`config.mk`:
```
export PLATFORM = sky130hd
export DESIGN_NAME = mult_mac
export DESIGN_NICKNAME = d
export VERILOG_FILES = /design/src/rtl/mult_mac.sv
export SDC_FILE = /design/constraint.sdc
export NUM_CORES = 1
export LEC_CHECK = 0
export CAP_MARGIN = 20
export CORE_ASPECT_RATIO = 1.1
export CORE_MARGIN = 1.5
export CORE_UTILIZATION = 50
export DETAILED_ROUTE_END_ITERATION = 8
export GPL_TIMING_DRIVEN = 1
export PLACE_DENSITY_LB_ADDON = 0.1
export SLEW_MARGIN = 20
export SYNTH_ARGS = -nofsm -noshare
export SYNTH_HDL_FRONTEND = slang
export SYNTH_SLANG_ARGS = --single-unit
export TNS_END_PERCENT = 20
```
`constraint.sdc`:
```
create_clock -name clk -period 7.5 [get_ports clk]
set_clock_uncertainty 0.15 [all_clocks]
set_input_delay 1.5 -clock clk [delete_from_list [all_inputs] [get_ports clk]]
set_output_delay 1.5 -clock clk [all_outputs]
set_load 0.05 [all_outputs]
```
`src/rtl/mult_mac.sv`:
```
// mult_mac -- iterative radix-2 shift-add multiplier with an optional
// accumulator.
//
// One start request captures both operands, the signed/unsigned mode and the
// accumulate flag. The block then runs one shift-add step per multiplier bit,
// for in_width steps. One more edge forms the final product and enters DONE.
// It stays in DONE until the start request is released.
//
// Parameters
//   in_width    operand width (2..32)
//   guard_bits  accumulator headroom above the product width (0..16)
//
// Ports
//   clk                rising-edge clock
//   rst                asynchronous active-high reset
//   data_multiplicand  operand A
//   data_multiplier    operand B
//   ctrl_signed        1 = two's-complement operands, 0 = unsigned
//   ctrl_accumulate    1 = add the product into data_acc on completion
//   ctrl_clear         zero data_acc / ctrl_overflow (IDLE only)
//   ctrl_enable        level start request, held until ctrl_done is seen
//   data_result        product of the last completed operation
//   data_acc           running accumulator
//   ctrl_done          result valid, high throughout DONE
//   ctrl_busy          high throughout CALC
//   ctrl_overflow      sticky accumulator overflow flag
module mult_mac #(
    parameter int in_width   = 8,
    parameter int guard_bits = 4
) (
    input  logic                                clk,
    input  logic                                rst,
    input  logic [in_width-1:0]                 data_multiplicand,
    input  logic [in_width-1:0]                 data_multiplier,
    input  logic                                ctrl_signed,
    input  logic                                ctrl_accumulate,
    input  logic                                ctrl_clear,
    input  logic                                ctrl_enable,
    output logic [2*in_width-1:0]               data_result,
    output logic [2*in_width+guard_bits-1:0]    data_acc,
    output logic                                ctrl_done,
    output logic                                ctrl_busy,
    output logic                                ctrl_overflow
);

    localparam int out_width = 2 * in_width;
    localparam int acc_width = out_width + guard_bits;
    localparam int cnt_width = $clog2(in_width + 1);

    localparam logic [1:0] IDLE = 2'd0;
    localparam logic [1:0] CALC = 2'd1;
    localparam logic [1:0] DONE = 2'd2;

    localparam logic [cnt_width-1:0] last_step = cnt_width'(in_width);

    logic [1:0]           state;
    logic [out_width-1:0] mcand_sh;
    logic [in_width-1:0]  mplier_sh;
    logic [out_width-1:0] partial;
    logic [cnt_width-1:0] step;
    logic                 negate;
    logic                 signed_q;
    logic                 accumulate_q;

    logic [out_width-1:0] product;
    logic [acc_width-1:0] addend;
    logic [acc_width:0]   sum;
    logic                 add_ovf;

    // The most negative operand has magnitude 2^(in_width-1). That value
    // still fits in in_width unsigned bits, so the product is exact.
    function automatic logic [in_width-1:0] magnitude(
        input logic [in_width-1:0] v,
        input logic                sgn
    );
        if (sgn && v[in_width-1])
            return -v;
        else
            return v;
    endfunction

    function automatic logic [acc_width-1:0] extend(
        input logic [out_width-1:0] p,
        input logic                 sgn
    );
        return sgn ? acc_width'($signed(p)) : acc_width'(p);
    endfunction

    always_comb begin
        product = negate ? -partial : partial;
        addend  = extend(product, signed_q);
        sum     = {1'b0, data_acc} + {1'b0, addend};
        // Signed overflow: both operands have the same sign, but the sum's
        // sign differs. Unsigned overflow: carry out of the top bit.
        if (signed_q)
            add_ovf = (data_acc[acc_width-1] == addend[acc_width-1]) &&
                      (sum[acc_width-1] != data_acc[acc_width-1]);
        else
            add_ovf = sum[acc_width];
    end

    always_ff @(posedge clk or posedge rst) begin
        if (rst) begin
            state         <= IDLE;
            mcand_sh      <= '0;
            mplier_sh     <= '0;
            partial       <= '0;
            step          <= '0;
            negate        <= 1'b0;
            signed_q      <= 1'b0;
            accumulate_q  <= 1'b0;
            data_result   <= '0;
            data_acc      <= '0;
            ctrl_overflow <= 1'b0;
        end else begin
            case (state)
                IDLE: begin
                    if (ctrl_clear) begin
                        data_acc      <= '0;
                        ctrl_overflow <= 1'b0;
                    end
                    if (ctrl_enable) begin
                        mcand_sh     <= out_width'(magnitude(data_multiplicand, ctrl_signed));
                        mplier_sh    <= magnitude(data_multiplier, ctrl_signed);
                        partial      <= '0;
                        step         <= '0;
                        negate       <= ctrl_signed &
                                        (data_multiplicand[in_width-1] ^ data_multiplier[in_width-1]);
                        signed_q     <= ctrl_signed;
                        accumulate_q <= ctrl_accumulate;
                        state        <= CALC;
                    end
                end
                CALC: begin
                    if (step == last_step) begin
                        // All multiplier bits consumed: publish and accumulate
                        data_result <= product;
                        if (accumulate_q) begin
                            data_acc <= sum[acc_width-1:0];
                            if (add_ovf)
                                ctrl_overflow <= 1'b1;
                        end
                        state <= DONE;
                    end else begin
                        if (mplier_sh[0])
                            partial <= partial + mcand_sh;
                        mcand_sh  <= mcand_sh << 1;
                        mplier_sh <= mplier_sh >> 1;
                        step      <= step + cnt_width'(1);
                    end
                end
                DONE: begin
                    if (!ctrl_enable)
                        state <= IDLE;
                end
                default: state <= IDLE;
            endcase
        end
    end

    always_comb begin
        ctrl_done = (state == DONE);
        ctrl_busy = (state == CALC);
    end

endmodule

```
## Word level (Yosys, flattened, before mapping)

Index checks and enable logic that the tools add are counted.

- Add/subtract/negate cells: 6
- Eq/ne operators: 13
- Multiplexer cells: 31
- Bitwise gates (word level): 2
- Reductions and logical operators: 12

Operator list:

| kind | number |
|---|---|
| two-way mux 16 bit | 6 |
| two-way mux 20 bit | 4 |
| one-hot mux 16 bit (2 select lines) | 2 |
| one-hot mux 20 bit (2 select lines) | 1 |
| two-way mux 8 bit | 4 |
| adder 20 x 20 -> 21 bit | 1 |
| adder 16 bit | 1 |
| negation 16 bit | 1 |
| negation 8 bit | 2 |
| one-hot mux 8 bit (2 select lines) | 1 |
| two-way mux 4 bit | 2 |
| inequality test 2 x 1 -> 1 bit, second input constant | 4 |
| inequality test 2 bit, second input constant | 4 |
| one-hot mux 4 bit (2 select lines) | 1 |
| AND reduction 4 bit | 2 |
| two-way mux 2 bit | 3 |
| one-hot mux 2 bit (3 select lines) | 1 |
| AND reduction 3 bit | 2 |
| two-way mux 1 bit | 5 |
| AND reduction 5 bit | 1 |
| adder 4 x 1 -> 4 bit, second input constant | 1 |
| == test 4 bit, second input constant | 1 |
| AND reduction 2 bit | 2 |
| logical AND 1 bit | 3 |
| 9 further kinds | 9 |

- Register bits after elaboration: 86
- Output and inout bits: 39

## Logic depth before layout (Yosys ltp)

- Word-level depth: 11
- Mapped depth: 16
- Gate-level depth less buffers: 16

## Worst setup path before layout

OpenSTA, ideal clock, no wires.

- Path kind: register -> register
- Start: register partial[0]
- End: register data_acc[18]
- Arrival: 3,657 ps
- Data required time: 7,267 ps
- Setup slack: 3,610 ps
- Stages on the path, launching flop included: 14
- Buffers on the path: 1
- Period minus slack after synthesis: 3,890 ps
- Cell sequence: dfrtp_1 or4_1 or4_1 buf_2 o31ai_1 xnor2_1 ha_1 and3_1 a2111oi_0 a21boi_0 a31oi_1 mux2i_1 or3_1 o21ai_0

- Word-level cells in the longest chain between the ends: 7

RTL lines:

| element | line | source |
|---|---|---|
| from (decl) | 59 | `logic [out_width-1:0] partial;` |
| from (signal assigned) | 146 | `partial <= partial + mcand_sh;` |
| negation 16 bit | 90 | `product = negate ? -partial : partial;` |
| two-way mux 16 bit | 90 |  |
| two-way mux 20 bit | 86 | `return sgn ? acc_width'($signed(p)) : acc_width'(p);` |
| via addend[9] | 66 | `logic [acc_width-1:0] addend;` |
| adder 20 x 20 -> 21 bit | 92 | `sum = {1'b0, data_acc} + {1'b0, addend};` |
| two-way mux 20 bit | 138 | `if (accumulate_q) begin` |
| two-way mux 20 bit | 135 | `if (step == last_step) begin` |
| one-hot mux 20 bit (2 select lines) | 116 | `case (state)` |
| to (signal assigned) | 139 | `data_acc <= sum[acc_width-1:0];` |
| to (decl) | 40 | `output logic [2*in_width+guard_bits-1:0] data_acc,` |

The timed path passes the listed nets, and every way through them passes these cells. The select of a mux whose other input is x is not followed.
A chain may end at the register's enable or synchronous reset.

## Worst setup path in the final report

- Start: register partial[1]
- End: register ctrl_overflow

- Word-level cells in the longest chain between the ends: 9
- Elaborated cells between the ends (all ways): 10

RTL lines:

| element | line | source |
|---|---|---|
| negation 16 bit * | 90 |  |
| two-way mux 16 bit * | 90 |  |
| two-way mux 20 bit * | 86 |  |
| via addend[10] | 66 |  |
| adder 20 x 20 -> 21 bit * | 92 |  |
| inequality test 1 bit | 97 | `(sum[acc_width-1] != data_acc[acc_width-1]);` |
| logical AND 1 bit | 96 | `add_ovf = (data_acc[acc_width-1] == addend[acc_width-1]) &&` |
| two-way mux 1 bit * | 95 | `if (signed_q)` |
| inequality test 2 x 1 -> 1 bit (no source line) * | - |  |
| AND reduction 5 bit (no source line) * | - |  |
| to (signal assigned) | 114 | `ctrl_overflow <= 1'b0;` |
| to (signal assigned) | 120 | `ctrl_overflow <= 1'b0;` |
| to (signal assigned) | 141 | `ctrl_overflow <= 1'b1;` |
| to (decl) | 43 | `output logic ctrl_overflow` |

Mark *: on every way through the listed nets, which the timed path passes. The rest lies on a longest branch.

==> results.txt <==
Setup repair after global routing left no endpoint under its margin. The largest stage delay on the critical path came out at ~0.46 ns. The endpoint of the worst hold path is mplier_sh[3].

The analysis attributes to cell leakage a power of 2.945 nW. The post-place setup slack came out at 3.105 ns. 61 I/O pins were placed. The pin count of the biggest net entering global routing came out at 87.

The count of warnings emitted by yosys came out at 0. The TritonCTS sink count came out at 86. Of the total power, the share spent switching nets is a little under half. Counting flops with an async set or reset pin after synthesis yields a share of 100.0%. The kind of end point of the critical path is a register.

The leftover overflow at the end of global routing is 0. In this run the core area contains 40 standard-cell rows. The area growth from synthesis to layout came out at 17.96%. The share of synthesized area in the top cell type comes to around two fifths.

The number of instances on the worst hold path came out at 2. The highest clock rate is approximately 220 MHz. The proportion of power drawn by combinational gates is 58.2%. The total die area is 0.01173 mm². The number of global-route vias before repair came to roughly 4700. STA puts the critical path data arrival time at 4.52 ns. Of the cells placed in the final design, the portion with a size suffix greater than 1 is 6.287%.

The final hold violation count is 0. The number of levels the H-tree was split into is 3. The peak supply drop is 0.2173 mV. TritonCTS created 9 clock buffers.

The post-CTS resize count is 0. The sequential-to-total area share from yosys stat came out at between 30% and 40%. The routed design could run at a clock period as short as 4.477 ns. The proportion of power drawn by flip-flops and latches is 28.3%. The number of distinct library cells after synthesis is 50. For this design the total switching power over the nets is between 1 and 1.5 mW.

After synthesis, the cell types taking the most area are sky130_fd_sc_hd__dfrtp_1 39%, sky130_fd_sc_hd__ha_1 8.3%, sky130_fd_sc_hd__nand2_1 6.1%, sky130_fd_sc_hd__xnor2_1 5.4%, sky130_fd_sc_hd__o21ai_0 4.9%. The routed via count divided by cell count is 5.692. The total power is 2.965 mW.

Of all cell types, the one taking the most synthesized area is sky130_fd_sc_hd__dfrtp_1. The synthesized area per cell is 8.844 µm². The largest individual stage delay along the critical path comes from the cell sky130_fd_sc_hd__dfrtp_1. The tool flagged a number of max-cap violations equal to 0. The first-pass detailed-route iteration total is 5. The detailed router finished its first iteration with 145 violations.

The starting utilization of the core area came out at 51.06%. The clock edge transition at the registers on the reported setup and hold paths is 0.06 ns. Cell internal power was estimated by the tool at 1.545 mW. Yosys instantiated no cell more often than sky130_fd_sc_hd__nand2_1. Power spread over the standard cell area amounts to 453.3 mW/mm². The path type of the worst min-delay path is register to register. The clock network power share is between 10% and 20%. The flow ran to the end, and the final reports show no timing, DRC or antenna violations. In this design, the largest share of critical-path delay is due to compound AO/OA/AOI/OAI gates.

The register-to-register setup slack came out at 3.02 ns. The number of buffers and inverters on the critical path is 1. In this run the clock root is driven by a sky130_fd_sc_hd__clkbuf_16. Port buffering added 60 buffers. The required time at the worst-slack endpoint is roughly 7.5 ns. The worst register-to-register path ends at ctrl_overflow.

The count of flip-flops with a built-in enable after synthesis came out at 0. Setup violations remaining at the end of the flow were counted as 0. The transition time at the pin with the least slew margin came out at 0.9756 ns. Counting every instance in the synthesized netlist gives 627.

In this run the tightest slew margin relative to its limit is 34.42%. The DRC violation count after routing is 0. The number of slew-limit violations in the final report came out at 0. The total core area is 0.01086 mm². The routed via count came out at between 4000 and 5000. The horizontal extent of the die is 103.4 µm. The critical path goes through inv_1 > ha_1 > nand2_1 > or3_1 > or2_2 > o41ai_1 > xnor2_1 > ha_1 > a21oi_1 > o21bai_1 > a2111oi_0 > a21boi_0 > a31oi_1 > o21ai_0 > a32oi_1 > o41ai_1.

The number of nets in the layout is 741. The worst hold path begins at mplier_sh[3]. The cell depth of the worst flop-to-flop path came out at 16.

Summed over all failing endpoints, the final setup total negative slack is 0 ns. The average wire per cell in the routed design is 15.54 µm. The number of antenna violations at the first check in global routing is 0. The total routing resource utilization after global routing is a little under a quarter. The net count after synthesis came out at 688. The post-detailed-placement half-perimeter wirelength came out at 9612 µm. STA classifies the critical path startpoint as a register. The startpoint identified for the worst register-to-register timing path is partial[1].

The routability congestion estimate from global placement came out at around 0.85. The smallest setup slack after layout is 3.023 ns. Among all flip-flop cells after synthesis, the most frequent one is sky130_fd_sc_hd__dfrtp_1.

The clock latency at the later pin of the worst-skew pair came out at 0.34 ns. The first-pass GRT wire length came out at 21920 µm. The repair_antennas step left the layout with diodes totalling 0.

The post-detailed-route count of antenna-violating nets came out at 0. TritonCTS built the clock tree. For this run, the share of the core covered by cells in the final layout is 60.23%.

The count of state elements after synthesis is 86. The clock passes through at most 2 buffers. The number of hold buffers added after CTS was 0.

In this run the worst path has a maximum fanout of 7. The number of buffers inserted by post-CTS setup repair is 0. Sorting the synthesized cells by how often they occur yields 90 x sky130_fd_sc_hd__nand2_1, 86 x sky130_fd_sc_hd__dfrtp_1, 54 x sky130_fd_sc_hd__o21ai_0. The synthesized area came out at between 0.005 and 0.006 mm². The fraction of the cycle the final worst path needs is 59.70%. The y dimension of the die came out at 113.5 µm.

The wire length reported by the detailed router is 12920 µm. The type of the worst setup path is register to register.
worst min-delay path: stages (launching register included):
cell                      delay, ns
sky130_fd_sc_hd__dfrtp_1       0.35
sky130_fd_sc_hd__nand2_1       0.05
sky130_fd_sc_hd__o21ai_0       0.06
state kept, by name, indices dropped and copies added, names as in the netlist:
signal         count
partial           16
step               4
data_acc          20
state              2
mplier_sh          8
negate             1
accumulate_q       1
signed_q           1
data_result       16
ctrl_overflow      1
mcand_sh          16
cell type report:
type / count / area [µm²]
tap: 147 / 183.9
inverter: 27 / 102.6
timing repair buffer: 65 / 641.9
fill: 956 / 4319
clock inverter: 2 / 10.01
clock buffer: 13 / 240.2
sequential: 86 / 2152
multi-input combinational: 491 / 3211
worst max path at each step:
stage	start	cells past startpoint	to	slack (ns)
finish	partial[1]	16	ctrl_overflow	3.02
global route	partial[1]	16	data_acc[18]	2.56
global placement	partial[0]	12	data_acc[18]	3.24
detailed placement	partial[1]	16	data_acc[18]	3.10
floorplan	partial[0]	13	data_acc[18]	3.61
CTS	partial[1]	16	data_acc[18]	3.07
layer usage:
| metal | part of all wire [%] | routed length, µm | vias up | track usage, % |
|---|---|---|---|---|
| li1 | - | - | 2325 | - |
| met1 | 44 | 5714 | 2280 | 29.38 |
| met2 | 50 | 6471 | 106 | 40.87 |
| met3 | 3.7 | 482 | 19 | 2.941 |
| met4 | 1.9 | 248 | 0 | 9.459 |
| met5 | 0 | 0 | - | 0 |
stage by stage:
stage | instances | hold slack (ns) | instance area, µm²
detailed placement | 816 | 0.3296 | 6287
global route | 831 | 0.3748 | 6541
finish | 831 | 0.3385 | 6541
floorplan | 627 | 0.2947 | 5545
CTS | 831 | 0.3431 | 6538
global placement | 816 | 0.3164 | 6287
layout by cell type (no fill, tap or decap), types with 10 or more instances in the layout:
cell,n
sky130_fd_sc_hd__a21oi_1,50
sky130_fd_sc_hd__nor2_1,38
sky130_fd_sc_hd__o31ai_1,10
sky130_fd_sc_hd__xor2_1,16
sky130_fd_sc_hd__dfrtp_1,86
sky130_fd_sc_hd__or3_1,10
sky130_fd_sc_hd__mux2_2,14
sky130_fd_sc_hd__a22o_1,11
sky130_fd_sc_hd__inv_1,25
sky130_fd_sc_hd__nand2_1,90
sky130_fd_sc_hd__nand3_1,22
sky130_fd_sc_hd__xnor2_1,34
sky130_fd_sc_hd__nor3_1,14
sky130_fd_sc_hd__o21ai_0,53
sky130_fd_sc_hd__ha_1,37
sky130_fd_sc_hd__clkdlybuf4s50_1,60
cells by family after synthesis:
family,synth area share (%)
AO/OA/AOI/OAI,19.07
XOR/XNOR,8.394
adder cells (fa/ha/maj),9.070
buffers and inverters,3.407
flip-flops,38.81
multiplexers,3.746
AND/OR/NAND/NOR,17.51
power groups by stage:
stage	registers (mW)	logic, mW	clock network [mW]
floorplan	1.03	1.08	0
global placement	0.839	1.68	0
detailed placement	0.845	1.73	0
CTS	0.838	1.73	0.407
global route	0.870	1.92	0.427
finish	0.838	1.73	0.402
No activity file was read; power rests on OpenSTA's default activity.
